**config.mk**
```make
export PLATFORM = sky130hd
export DESIGN_NAME = rv32_csr_initiator
export DESIGN_NICKNAME = d
export VERILOG_FILES = /design/src/rtl/rv32_csr_pkg.sv /design/src/rtl/rv32_csr_initiator.sv
export SDC_FILE = /design/constraint.sdc
export NUM_CORES = 1
export LEC_CHECK = 0
export ABC_AREA = 1
export CAP_MARGIN = 20
export CORE_MARGIN = 2
export CORE_UTILIZATION = 42
export CTS_BUF_LIST = sky130_fd_sc_hd__clkbuf_2 sky130_fd_sc_hd__clkbuf_4 sky130_fd_sc_hd__clkbuf_8
export DETAILED_ROUTE_END_ITERATION = 8
export PLACE_DENSITY = 0.83
export SYNTH_ARGS = -nofsm -noshare
export SYNTH_HDL_FRONTEND = slang
export SYNTH_SLANG_ARGS = --single-unit
export TNS_END_PERCENT = 1
```
**constraint.sdc**
```tcl
create_clock -name clk -period 2.58 [get_ports clk]
set_clock_uncertainty 0.1 [all_clocks]
set_input_delay 0.645 -clock clk [delete_from_list [all_inputs] [get_ports clk]]
set_output_delay 0.645 -clock clk [all_outputs]
set_load 0.02 [all_outputs]
```
**src/rtl/rv32_csr_pkg.sv**
```systemverilog
// Shared encodings for the CSR access port: write ops, operand select,
// initiator FSM states and the read-only address predicate.
package rv32_csr_pkg;

  typedef enum logic [1:0] {
    OP_RW  = 2'b00,
    OP_RS  = 2'b01,
    OP_RC  = 2'b10,
    OP_ILL = 2'b11
  } csr_op_e;

  localparam logic SRC_IMM = 1'b0;
  localparam logic SRC_REG = 1'b1;

  typedef enum logic [1:0] {
    IDLE = 2'b00,
    REQ  = 2'b01,
    RESP = 2'b10
  } state_e;

  // CSRs with address bits [11:10] == 2'b11 are read-only
  function automatic logic csr_is_read_only(input logic [11:0] addr);
    return addr[11:10] == 2'b11;
  endfunction

endpackage

```
**src/rtl/rv32_csr_initiator.sv**
```systemverilog
// Debug/host CSR command initiator: one atomic read-modify-write slot per
// command on the shared CSR port, arbitrated with the pipeline via req/gnt.
module rv32_csr_initiator
  import rv32_csr_pkg::*;
#(
  parameter int TIMEOUT_CYCLES = 256,
  parameter int TIMER_WIDTH    = 9
) (
  input  logic        clk,
  input  logic        reset_n,
  input  logic        cmd_valid_in,
  output logic        cmd_ready_out,
  input  logic [11:0] cmd_csr_in,
  input  logic [1:0]  cmd_write_op_in,
  input  logic        cmd_write_in,
  input  logic [31:0] cmd_value_in,
  output logic        rsp_valid_out,
  input  logic        rsp_ready_in,
  output logic [31:0] rsp_value_out,
  output logic        rsp_error_out,
  output logic        csr_req_out,
  input  logic        csr_gnt_in,
  input  logic [31:0] csr_read_value_in,
  output logic        csr_read_out,
  output logic        csr_write_out,
  output logic [1:0]  csr_write_op_out,
  output logic        csr_src_out,
  output logic [11:0] csr_out,
  output logic [31:0] csr_rs1_value_out,
  output logic [31:0] csr_imm_value_out
);

  localparam logic [TIMER_WIDTH-1:0] TIMER_LAST = TIMER_WIDTH'(TIMEOUT_CYCLES - 1);

  state_e                 state_reg, state_next;
  logic [TIMER_WIDTH-1:0] timer_reg, timer_next;
  logic [11:0]            csr_reg, csr_next;
  csr_op_e                op_reg, op_next;
  logic                   write_reg, write_next;
  logic [31:0]            value_reg, value_next;
  logic [31:0]            rsp_value_reg, rsp_value_next;
  logic                   rsp_error_reg, rsp_error_next;
  logic                   write_effective;

  always_ff @(posedge clk or negedge reset_n) begin
    if (!reset_n) begin
      state_reg     <= IDLE;
      timer_reg     <= '0;
      csr_reg       <= '0;
      op_reg        <= OP_RW;
      write_reg     <= 1'b0;
      value_reg     <= '0;
      rsp_value_reg <= '0;
      rsp_error_reg <= 1'b0;
    end else begin
      state_reg     <= state_next;
      timer_reg     <= timer_next;
      csr_reg       <= csr_next;
      op_reg        <= op_next;
      write_reg     <= write_next;
      value_reg     <= value_next;
      rsp_value_reg <= rsp_value_next;
      rsp_error_reg <= rsp_error_next;
    end
  end

  // Set/clear with a zero operand has no side effect, so it must not strobe a write
  assign write_effective = write_reg &&
                           ((op_reg == OP_RW) ||
                            (((op_reg == OP_RS) || (op_reg == OP_RC)) && (value_reg != '0)));

  always_comb begin
    state_next     = state_reg;
    timer_next     = timer_reg;
    csr_next       = csr_reg;
    op_next        = op_reg;
    write_next     = write_reg;
    value_next     = value_reg;
    rsp_value_next = rsp_value_reg;
    rsp_error_next = rsp_error_reg;
    cmd_ready_out  = 1'b0;
    csr_req_out    = 1'b0;
    csr_read_out   = 1'b0;
    csr_write_out  = 1'b0;

    case (state_reg)
      IDLE: begin
        cmd_ready_out = 1'b1;
        if (cmd_valid_in) begin
          csr_next       = cmd_csr_in;
          op_next        = csr_op_e'(cmd_write_op_in);
          write_next     = cmd_write_in;
          value_next     = cmd_value_in;
          timer_next     = '0;
          rsp_value_next = '0;
          if (cmd_write_in && ((cmd_write_op_in == OP_ILL) || csr_is_read_only(cmd_csr_in))) begin
            rsp_error_next = 1'b1;
            state_next     = RESP;
          end else begin
            rsp_error_next = 1'b0;
            state_next     = REQ;
          end
        end
      end
      REQ: begin
        csr_req_out = 1'b1;
        // A grant on the final timer cycle takes priority over the timeout
        if (csr_gnt_in) begin
          csr_read_out   = 1'b1;
          csr_write_out  = write_effective;
          rsp_value_next = csr_read_value_in;
          rsp_error_next = 1'b0;
          state_next     = RESP;
        end else if (timer_reg == TIMER_LAST) begin
          rsp_value_next = '0;
          rsp_error_next = 1'b1;
          state_next     = RESP;
        end else begin
          timer_next = timer_reg + 1'b1;
        end
      end
      RESP: begin
        if (rsp_ready_in) state_next = IDLE;
      end
      default: state_next = IDLE;
    endcase
  end

  assign rsp_valid_out     = (state_reg == RESP);
  assign rsp_value_out     = rsp_value_reg;
  assign rsp_error_out     = rsp_error_reg;
  assign csr_out           = csr_reg;
  assign csr_write_op_out  = op_reg;
  assign csr_rs1_value_out = value_reg;
  assign csr_src_out       = SRC_REG;
  assign csr_imm_value_out = '0;

endmodule

```
== After elaboration in Yosys (flattened, before gate mapping) ==
Cells that the tools add are included.
Word-level totals
  register bits after elaboration: 91
  output and inout bits: 117
  logic and storage cells: 60
Cells by class
  add/subtract/negate cells: 1
  equality and inequality tests: 12
  muxes and demuxes: 25
  reduce and logical (&&, ||, !) cells: 14
Operators with widths (number)
  $mux W32: 3
  $pmux W32 S2: 1
  $reduce_bool A32 Y1: 1
  $mux W9: 3
  $pmux W9 S2: 1
  $mux W1: 10
  $mux W2: 5
  $add A9 B1 Y9 const B: 1
  $eq A9 B8 Y1 const B: 1
  $eq A2 B2 Y1 const B: 4
  $ne A2 B2 Y1 const B: 3
  $pmux W2 S3: 1
  $reduce_and A3 Y1: 2
  $eq A2 B1 Y1 const B: 2
  $logic_not A2 Y1: 2
  $reduce_and A4 Y1: 1
  $logic_and A1 B1 Y1: 3
  $logic_or A1 B1 Y1: 3
  $ne A3 B3 Y1 const B: 1
  $ne A2 B1 Y1 const B: 1
  $pmux W1 S2: 1
  $reduce_and A2 Y1: 1
  $reduce_bool A2 Y1: 1

== Longest topological paths before layout ==
  depth in word-level cells: 7
  depth in mapped cells: 13

== Least setup slack after synthesis ==
No wires, ideal clock.
  path kind: in2out
  start: input csr_gnt_in
  end: output csr_write_out
  data arrival time: 1.244 ns
  path slack: 0.591 ns
  cell stages on the path: 4
  cell sequence: inv_1 -> nor2_4 -> nand2_1 -> a21oi_1
Between the ends
  word-level cells in the longest chain between the ends: 2
Ends and longest elaborated chain
  start: declaration: line rv32_csr_initiator.sv:22  | input logic csr_gnt_in,
  $mux W1: line rv32_csr_initiator.sv:108  | if (csr_gnt_in) begin
  $mux W1: line rv32_csr_initiator.sv:86  | case (state_reg)
  end: declaration: line rv32_csr_initiator.sv:25  | output logic csr_write_out,
No other way between the ends.

== Worst setup path in the final report ==
  start: input csr_gnt_in
  end: output csr_read_out
Between the ends
  word-level cells in the longest chain between the ends: 2
Ends and longest elaborated chain
  $mux W1: line rv32_csr_initiator.sv:108
  $mux W1: line rv32_csr_initiator.sv:86
  end: declaration: line rv32_csr_initiator.sv:24  | output logic csr_read_out,
No other way between the ends.

==> results_dict.tcl <==
set metrics [dict create \
    htreeDepth 3 \
    cp-start-kind "input port" \
    die_height_um 103 \
    syn-cell-area_um2 4110 \
    p_total_mw 6.98 \
    num_rows 36 \
    numCtsBuffers 9 \
    path_cells "clkdlybuf4s50_1 -> inv_1 -> nor2_4 -> buf_4 -> clkdlybuf4s15_1" \
    grt_use_total_pct 19.5 \
    grt.overflow.total 0 \
    fin_util_pct 62.4 \
    drc 0 \
    synth_top_area_share_pct 55.4 \
    grt_pass1_vias 3500 \
    crit_type "in2out" \
    ys_warn_count 0 \
    drtIter0Drc 109 \
    crit_fanout 2 \
    synth-xor-area-share_pct 0 \
    status "finished clean" \
    cts-root-buf "clkbuf_8" \
    ir_worst_vdd_mv 0.596 \
    postSynthAreaPerCell_um2 8.41 \
    rsz0062_at_grt "no" \
    synth_area_leaders "dfrtp_1 (55%), nand2_1 (17%), buf_4 (6.2%)" \
    clock_latency_ns 0.35 \
    synth_cells 489 \
    start_util_pct 42.7 \
    synthSimpleGateAreaFrac_pct 23.5 \
    synth.distinct_cells 25 \
    r2r_setup_slack_ns 0.55 \
    num_antenna_cells 0 \
    cts_tree "yes" \
    synth_mux_area_share_pct 0 \
    yosys.area.top_type "dfrtp_1" \
    synth_top_family_by_area "simple AND/OR/NAND/NOR gates" \
    fmax_mhz 398 \
    worstPathRequired_ns 1.84 \
    hold_viol 0 \
    dieArea_um2 10600 \
    ant_nets 0 \
    fp.dieW_um 103 \
    leakage_nw 2.87 \
    min_path_type "in2async" \
    slew_headroom_pct 62.2 \
    grt_first_pass_wirelength_um 16100 \
    synth.yosys.seq_area_share_pct 55.4 \
    cap_violations 0 \
    post_route_cells_drive_above_1_share_pct 6.48 \
    post-dp-hpwl_um 7780 \
    io_buffers 167 \
    clock_path_buffers 2 \
    setup_viol 0 \
    pin_count 201 \
    nets 746 \
    clk_pin_slew_ns 0.09 \
    seqCellArea_um2 2280 \
    grt_antenna_before_repair 0 \
    cpPeakStageDelay_ns 0.49 \
    synthAdderAreaFrac_pct 0.912 \
    multiInputGateArea_um2 1420 \
    drt-pass1-iter-count 4 \
    synthToLayoutAreaGrowth_pct 46.3 \
    wire_per_inst_um 12.9 \
    tns_ns 0 \
    cp-end-kind "output pin" \
    core_um2 9640 \
    final.min_clock_period_ns 2.51 \
    power_density_nw_per_um2 1160 \
    vias_per_cell 4.48 \
    crit_slowest_cell "clkdlybuf4s50_1" \
    place_congestion 0.805 \
    synth.ff_latch_count 91 \
    grt_max_degree 42 \
    num_vias 3570 \
    fillers 853 \
    synth_compound_area_share_pct 7.00 \
    tightest_slew_ns 0.567 \
    wirelength_um 10200 \
    clkSinkCount 91 \
    arrival_ns 1.77 \
    slew_violations 0 \
    fin_crit_sh_pct 97.5 \
    cts_setup_buffers 0 \
]
-- cell type report --
type,count,area share [%]
clock buffer,10,2.18
clock inverter,6,1.04
inverter,53,3.31
multi-input combinational,327,23.6
sequential,91,37.8
tap,133,2.77
timing repair buffer,177,29.3
-- synthesized netlist by cell type, drive strengths merged --
master	n
nand2	192
o21bai	1
buf	49
ha	3
nand3	4
inv	53
nor3b	2
a21oi	6
o22ai	2
conb	2
nor3	6
nor2	32
dfrtp	91
o21ai	46
-- path summary, 6_finish.rpt --
kind / cells past startpoint / startpoint / endpoint
min in group clk: 2 / csr_out[6] / csr_out[6]
worst min register to register: 2 / csr_out[6] / csr_out[6]
worst max-delay path: 5 / csr_gnt_in / csr_read_out
max in group asynchronous: 2 / reset_n / rsp_value_out[0]
worst max register to register: 10 / timer_reg[0] / rsp_value_out[5]
worst min-delay path: 1 / reset_n / rsp_value_out[18]
-- through the flow --
stage	cells	setup WS, ns	cell area (um2)	hold WS [ns]
5_1_grt	797	0.0100	6020	0.220
3_3_place_gp	781	-0.314	5830	0.361
6_report	797	0.0657	6020	0.182
4_1_cts	797	0.0309	6020	0.192
3_5_place_dp	781	-0.316	5830	0.375
2_1_floorplan	520	0.591	4230	0.249
-- worst max-delay path: cells and delay by family --
kind                   cells  cell delay, ns
buffers and inverters      4            1.00
and+or+nand+nor            1            0.12
-- cells by family after synthesis --
family                   Yosys count
AND/OR/NAND/NOR                  236
other                              2
AO/OA/AOI/OAI                     55
flip-flops                        91
buffers and inverters            102
adder cells (fa/ha/maj)            3
-- routing by layer --
layer | up-vias | GRT usage [%] | routed length, um
li1 | 1758 | - | -
met3 | 27 | 3.93 | 585
met2 | 118 | 33.9 | 5200
met4 | 0 | 8.40 | 293
met1 | 1667 | 23.5 | 4170
met5 | - | 0 | 0
-- cell usage in the layout (no fill, tap or decap), types with 3 or more instances in the layout --
cell,n
o21ai_0,35
clkbuf_8,9
conb_1,33
nand3_1,4
clkinv_2,3
nor3_1,5
a21oi_1,6
nand2_4,4
ha_1,3
nand2_1,187
nor2_1,28
dfrtp_1,91
clkdlybuf4s50_1,164
buf_4,9
inv_1,51
o21ai_1,9
-- timing repair --
item / CTS / global route
hold endpoints to repair: 0 / 0
cloned: 0 / 0
setup endpoints to repair: 2 / 2
hold buffers: 0 / 0
resized for setup: 4 / 2
-- power breakdown --
group | internal, mW | switching, mW
clock network | 0.461 | 0.500
logic | 1.58 | 1.97
registers | 2.05 | 0.430
total | 4.09 | 2.90
Power figures use the tool's default switching activity.
==> RTL change 1, RTL diff (config.mk and constraints unchanged) <==
The parameter `TIMER_WIDTH` goes from 9 to 18.
--- a/src/rtl/rv32_csr_initiator.sv
+++ b/src/rtl/rv32_csr_initiator.sv
@@ -4,7 +4,7 @@
   import rv32_csr_pkg::*;
 #(
   parameter int TIMEOUT_CYCLES = 256,
-  parameter int TIMER_WIDTH    = 9
+  parameter int TIMER_WIDTH    = 18
 ) (
   input  logic        clk,
   input  logic        reset_n,
Function: same outputs for any inputs over 10 cycles, from zero or initial values and one cycle with reset_n low; that may be too few to reach the edited logic, so the function may still have changed.
==> RTL change 1 against the original RTL <==
- sequential cell count is 9 higher
- synthesized cell count is 7.8% higher
- critical path type unchanged
- hold slack lost 0.065 ns
- die area increased by 15%
- setup slack improved by 0.045 ns
- global-route usage is 0.72 points higher
- routed wire length up 19%
- synthesized area up 16%
- design area is 11% higher
- fmax increased by 1.8%
- count of clock-buffer cells in the layout increased by 1
- power grew 2.2%
==> RTL change 1: results (changes against the original RTL) <==
stage,metric,value,unit,change
finish,layout-drive-gt1-share,11.3,%,was 6.48%
drt,routed_wl,12200,um,was 10200 um
sta,fin_crit_sh,95.7,%,was 97.5%
global_routing,grt_use_total,20.2,%,was 19.5%
clocking,cts_resized,3,,was 4
logic_synthesis,netlist_instances,527,,was 489
placed_design,place_area,0.00646,mm^2,was 0.00583 mm^2
power_and_ir_drop,seq_power_share,36.2,%,was 35.5%
logic_synthesis,synth_mux_area_share,10.2,%,was 0%
drt,first_iter_violations,150,,was 109
placed_design,dp_cells,827,,was 781
drt,routedWlPerCell,14.5,um,was 12.9 um
drt,top_layer_used,met4,,unchanged
logic_synthesis,yosysSeqAreaShare,52.6,%,was 55.4%
global_routing,use_met1,20.9,%,was 23.5%
drt,vias,4025,,was 3570
logic_synthesis,synth_compound_area_share,2.89,%,was 7.00%
global_routing,grtUsageMet2,37.3,%,was 33.9%
global_routing,grt_pass1_vias,4295,,was 3500
sta,holdWs,0.118,ns,was 0.182 ns
critical_path,regToRegEndpoint,rsp_value_out[18]$_DFFE_PN0P_,,was rsp_value_out[5]$_DFFE_PN0P_
global_routing,met3_usage,7.85,%,was 3.93%
placed_design,dp_slack,-0.206,ns,was -0.316 ns
power_and_ir_drop,netSwitchingPower,0.00282,W,was 0.00290 W
power_and_ir_drop,p_leak,3.11,nW,was 2.87 nW
logic_synthesis,synthAdderAreaFrac,0.526,%,was 0.912%
global_routing,grt_max_degree,50,,was 42
drt,wl_met1,4410,um,was 4170 um
status,outcome,finished clean,,unchanged
finish,nets,784,,was 746
logic_synthesis,synth_xor_xnor_area_share,0.921,%,was 0%
drt,dr_wl_met2,6400,um,was 5200 um
==> RTL change 1: cell types whose count changed in the layout (fill, tap and decap cells not counted), moves of 3 or more <==
cell / before / now
xor2_1: 0 / 5
nand3_1: 4 / 20
inv_1: 51 / 27
nor3_1: 5 / 0
a21oi_1: 6 / 3
o21ai_1: 9 / 2
nand4_1: 0 / 7
o21ai_0: 35 / 18
nand2_4: 4 / 1
mux2_2: 0 / 43
nor2_1: 28 / 51
dfrtp_1: 91 / 100
==> RTL change 1: worst max-delay path, cell delays in order <==
cell	delay (ns)
clkdlybuf4s50_1	0.49
nand2_1	0.06
clkinv_1	0.06
buf_4	0.12
dlygate4sd2_1	0.34
==> RTL change 1: final cells by class <==
cell class | instances | area [um^2]
multi-input cells | 382 | 1930
clock inverters | 4 | 48.8
well taps | 140 | 175
repair buffers | 177 | 1750
inverters | 28 | 105
fillers | 917 | 4280
flip-flops and latches | 100 | 2500
clock buffers | 11 | 145
==> RTL change 2, RTL diff (same flow settings) <==
Without the edit above. Encoding of `state_e`: now one-hot (3 bits for 3 states).
--- a/src/rtl/rv32_csr_pkg.sv
+++ b/src/rtl/rv32_csr_pkg.sv
@@ -12,10 +12,10 @@
   localparam logic SRC_IMM = 1'b0;
   localparam logic SRC_REG = 1'b1;
 
-  typedef enum logic [1:0] {
-    IDLE = 2'b00,
-    REQ  = 2'b01,
-    RESP = 2'b10
+  typedef enum logic [2:0] {
+    IDLE = 3'b001,
+    REQ  = 3'b010,
+    RESP = 3'b100
   } state_e;
 
   // CSRs with address bits [11:10] == 2'b11 are read-only
Check against the original RTL: no difference found for any inputs over 10 cycles, from zero or initial values and one cycle with reset_n low; not proved beyond that.
==> RTL change 2 against the original RTL <==
- design area shrank 0.94%
- critical path type unchanged
- via count down 2.9%
- setup slack improved by 0.017 ns
- power grew 1.4%
- critical path depth is the same
- fmax grew 0.68%
- routed wire length shrank 1.1%
- sequential cell count up 1
- synthesized area down 1.4%
==> RTL change 2: results (changes against the original RTL) <==
stage,metric,value,unit,change
placed_design,gp_congestion,0.835,,was 0.805
critical_path,critPathMaxStageDelay,0.50,ns,
critical_path,critPathTopFamily,buffers and inverters,,unchanged
critical_path,cpMaxStageDelayCell,clkdlybuf4s50_1,,unchanged
finish,layout-drive-gt1-share,7.20,%,was 6.48%
power_and_ir_drop,peakVddDrop,695,uV,was 596 uV
logic_synthesis,synthTopCellsByCount,"nand2_1 (168), dfrtp_1 (91), buf_4 (40)",,"was nand2_1 (187), dfrtp_1 (91), inv_1 (51)"
global_routing,grt_use_total,19.3,%,was 19.5%
global_routing,grt_pass1_vias,3307,,was 3500
logic_synthesis,synth.area.top_cells,"dfrtp_1 (56%), nand2_1 (16%), buf_4 (7.4%), a22o_1 (6.9%), nor2_1 (2.7%)",,"was dfrtp_1 (55%), nand2_1 (17%), buf_4 (6.2%), inv_1 (4.7%), o21ai_0 (4.3%)"
drt,viasPerCell,4.68,,was 4.48
power_and_ir_drop,seq_power_share,34.7,%,was 35.5%
placed_design,dpl.hpwl,7470,um,was 7780 um
global_routing,grt_max_degree,48,,was 42
critical_path,reg2reg_depth,10,,unchanged
critical_path,regToRegEndpoint,rsp_value_out[0]$_DFFE_PN0P_,,was rsp_value_out[5]$_DFFE_PN0P_
critical_path,r2r_start,timer_reg[1]$_DFFE_PN0P_,,was timer_reg[0]$_DFFE_PN0P_
global_routing,grt_pass1_wl,15700,um,was 16100 um
clocking,clock-root-buffer,clkbuf_8,,unchanged
logic_synthesis,synth_compound_area_share,9.34,%,was 7.00%
status,outcome,finished clean,,unchanged
power_and_ir_drop,p_total,0.00708,W,was 0.00698 W
power_and_ir_drop,p_leak,2.89,nW,was 2.87 nW
clocking,worst_skew_pair.late_latency,0.34,ns,
logic_synthesis,synth_xor_xnor_area_share,0.432,%,was 0%
logic_synthesis,yosysSeqAreaShare,56.8,%,was 55.4%
clocking,ctsLongestPathBuffers,2,,unchanged
placed_design,place_area,0.00574,mm^2,was 0.00583 mm^2
drt,routedWlPerCell,13.7,um,was 12.9 um
critical_path,cp_max_fo,2,,unchanged
logic_synthesis,ys_types,28,,was 25
finish,nets,693,,was 746
critical_path,ff2ff_setup_slack,0.28,ns,was 0.55 ns
logic_synthesis,synthAdderAreaFrac,0.925,%,was 0.912%
critical_path,crit_start,csr_gnt_in,,unchanged
finish,fillers,839,,was 853
drt,first_iter_violations,131,,was 109
power_and_ir_drop,netSwitchingPower,0.00285,W,was 0.00290 W
power_and_ir_drop,power_frac_clock,15.5,%,was 13.8%
clocking,numCtsBuffers,9,,unchanged
## RTL change 2: changes by cell type after synthesis, moves of 5 or more
cell     unedited run  this run
nand3_1             4         9
nand2_2             1         6
buf_2              14         7
o21ai_0            35        11
a22o_1              0        32
inv_1              51        14
o21ai_1             9         3
nand2_1           187       168
buf_4              34        40
## RTL change 2: stage by stage
step	utilization (%)	TNS (ns)	instances	hold WS, ns	worst slack [ns]
final	63.9	0	740	0.0720	0.0828
after floorplan	-	0	469	0.249	0.334
after global placement	61.5	-0.443	724	0.355	-0.264
after CTS	64.0	0	740	0.0638	0.0134
after detailed placement	61.5	-0.457	724	0.359	-0.263
after global routing	63.9	0	740	0.0581	0.0255
## RTL change 2: worst register-to-register path, cell delays in order, from the launching register on
cell and delay (ns):
dfrtp_1 0.38, ha_1 0.19, nand3_1 0.11, nor2_1 0.15
nand2_1 0.09, nor2_1 0.11, ha_1 0.18, nor2_1 0.08
nand2_2 0.14, nand3_4 0.32, a22o_1 0.33
## RTL change 2: what timing repair did
action | CTS | global route
gates resized for setup | 4 | 2
endpoints found under the setup margin | 4 | 1
gates cloned | 0 | 0
buffers inserted | 0 | 0
## RTL change 2: cell type report
type	instances	area, um^2	area share, %
Inverter	17	66.3	1.11
Clock buffer	13	166	2.79
Timing Repair Buffer	176	1740	29.2
Tap cell	129	161	2.71
Multi-Input combinational cell	310	1460	24.4
Sequential cell	92	2300	38.6
Clock inverter	3	68.8	1.15
## RTL change 2: metal layers
metal  up-vias  global-route usage (%)  routed length (um)
met1      1632                    24.0                4140
met4         0                    6.26                 133
li1       1662                       -                   -
met3        11                    5.95                 935
met5         -                       0                   0
met2       160                    32.2                4920
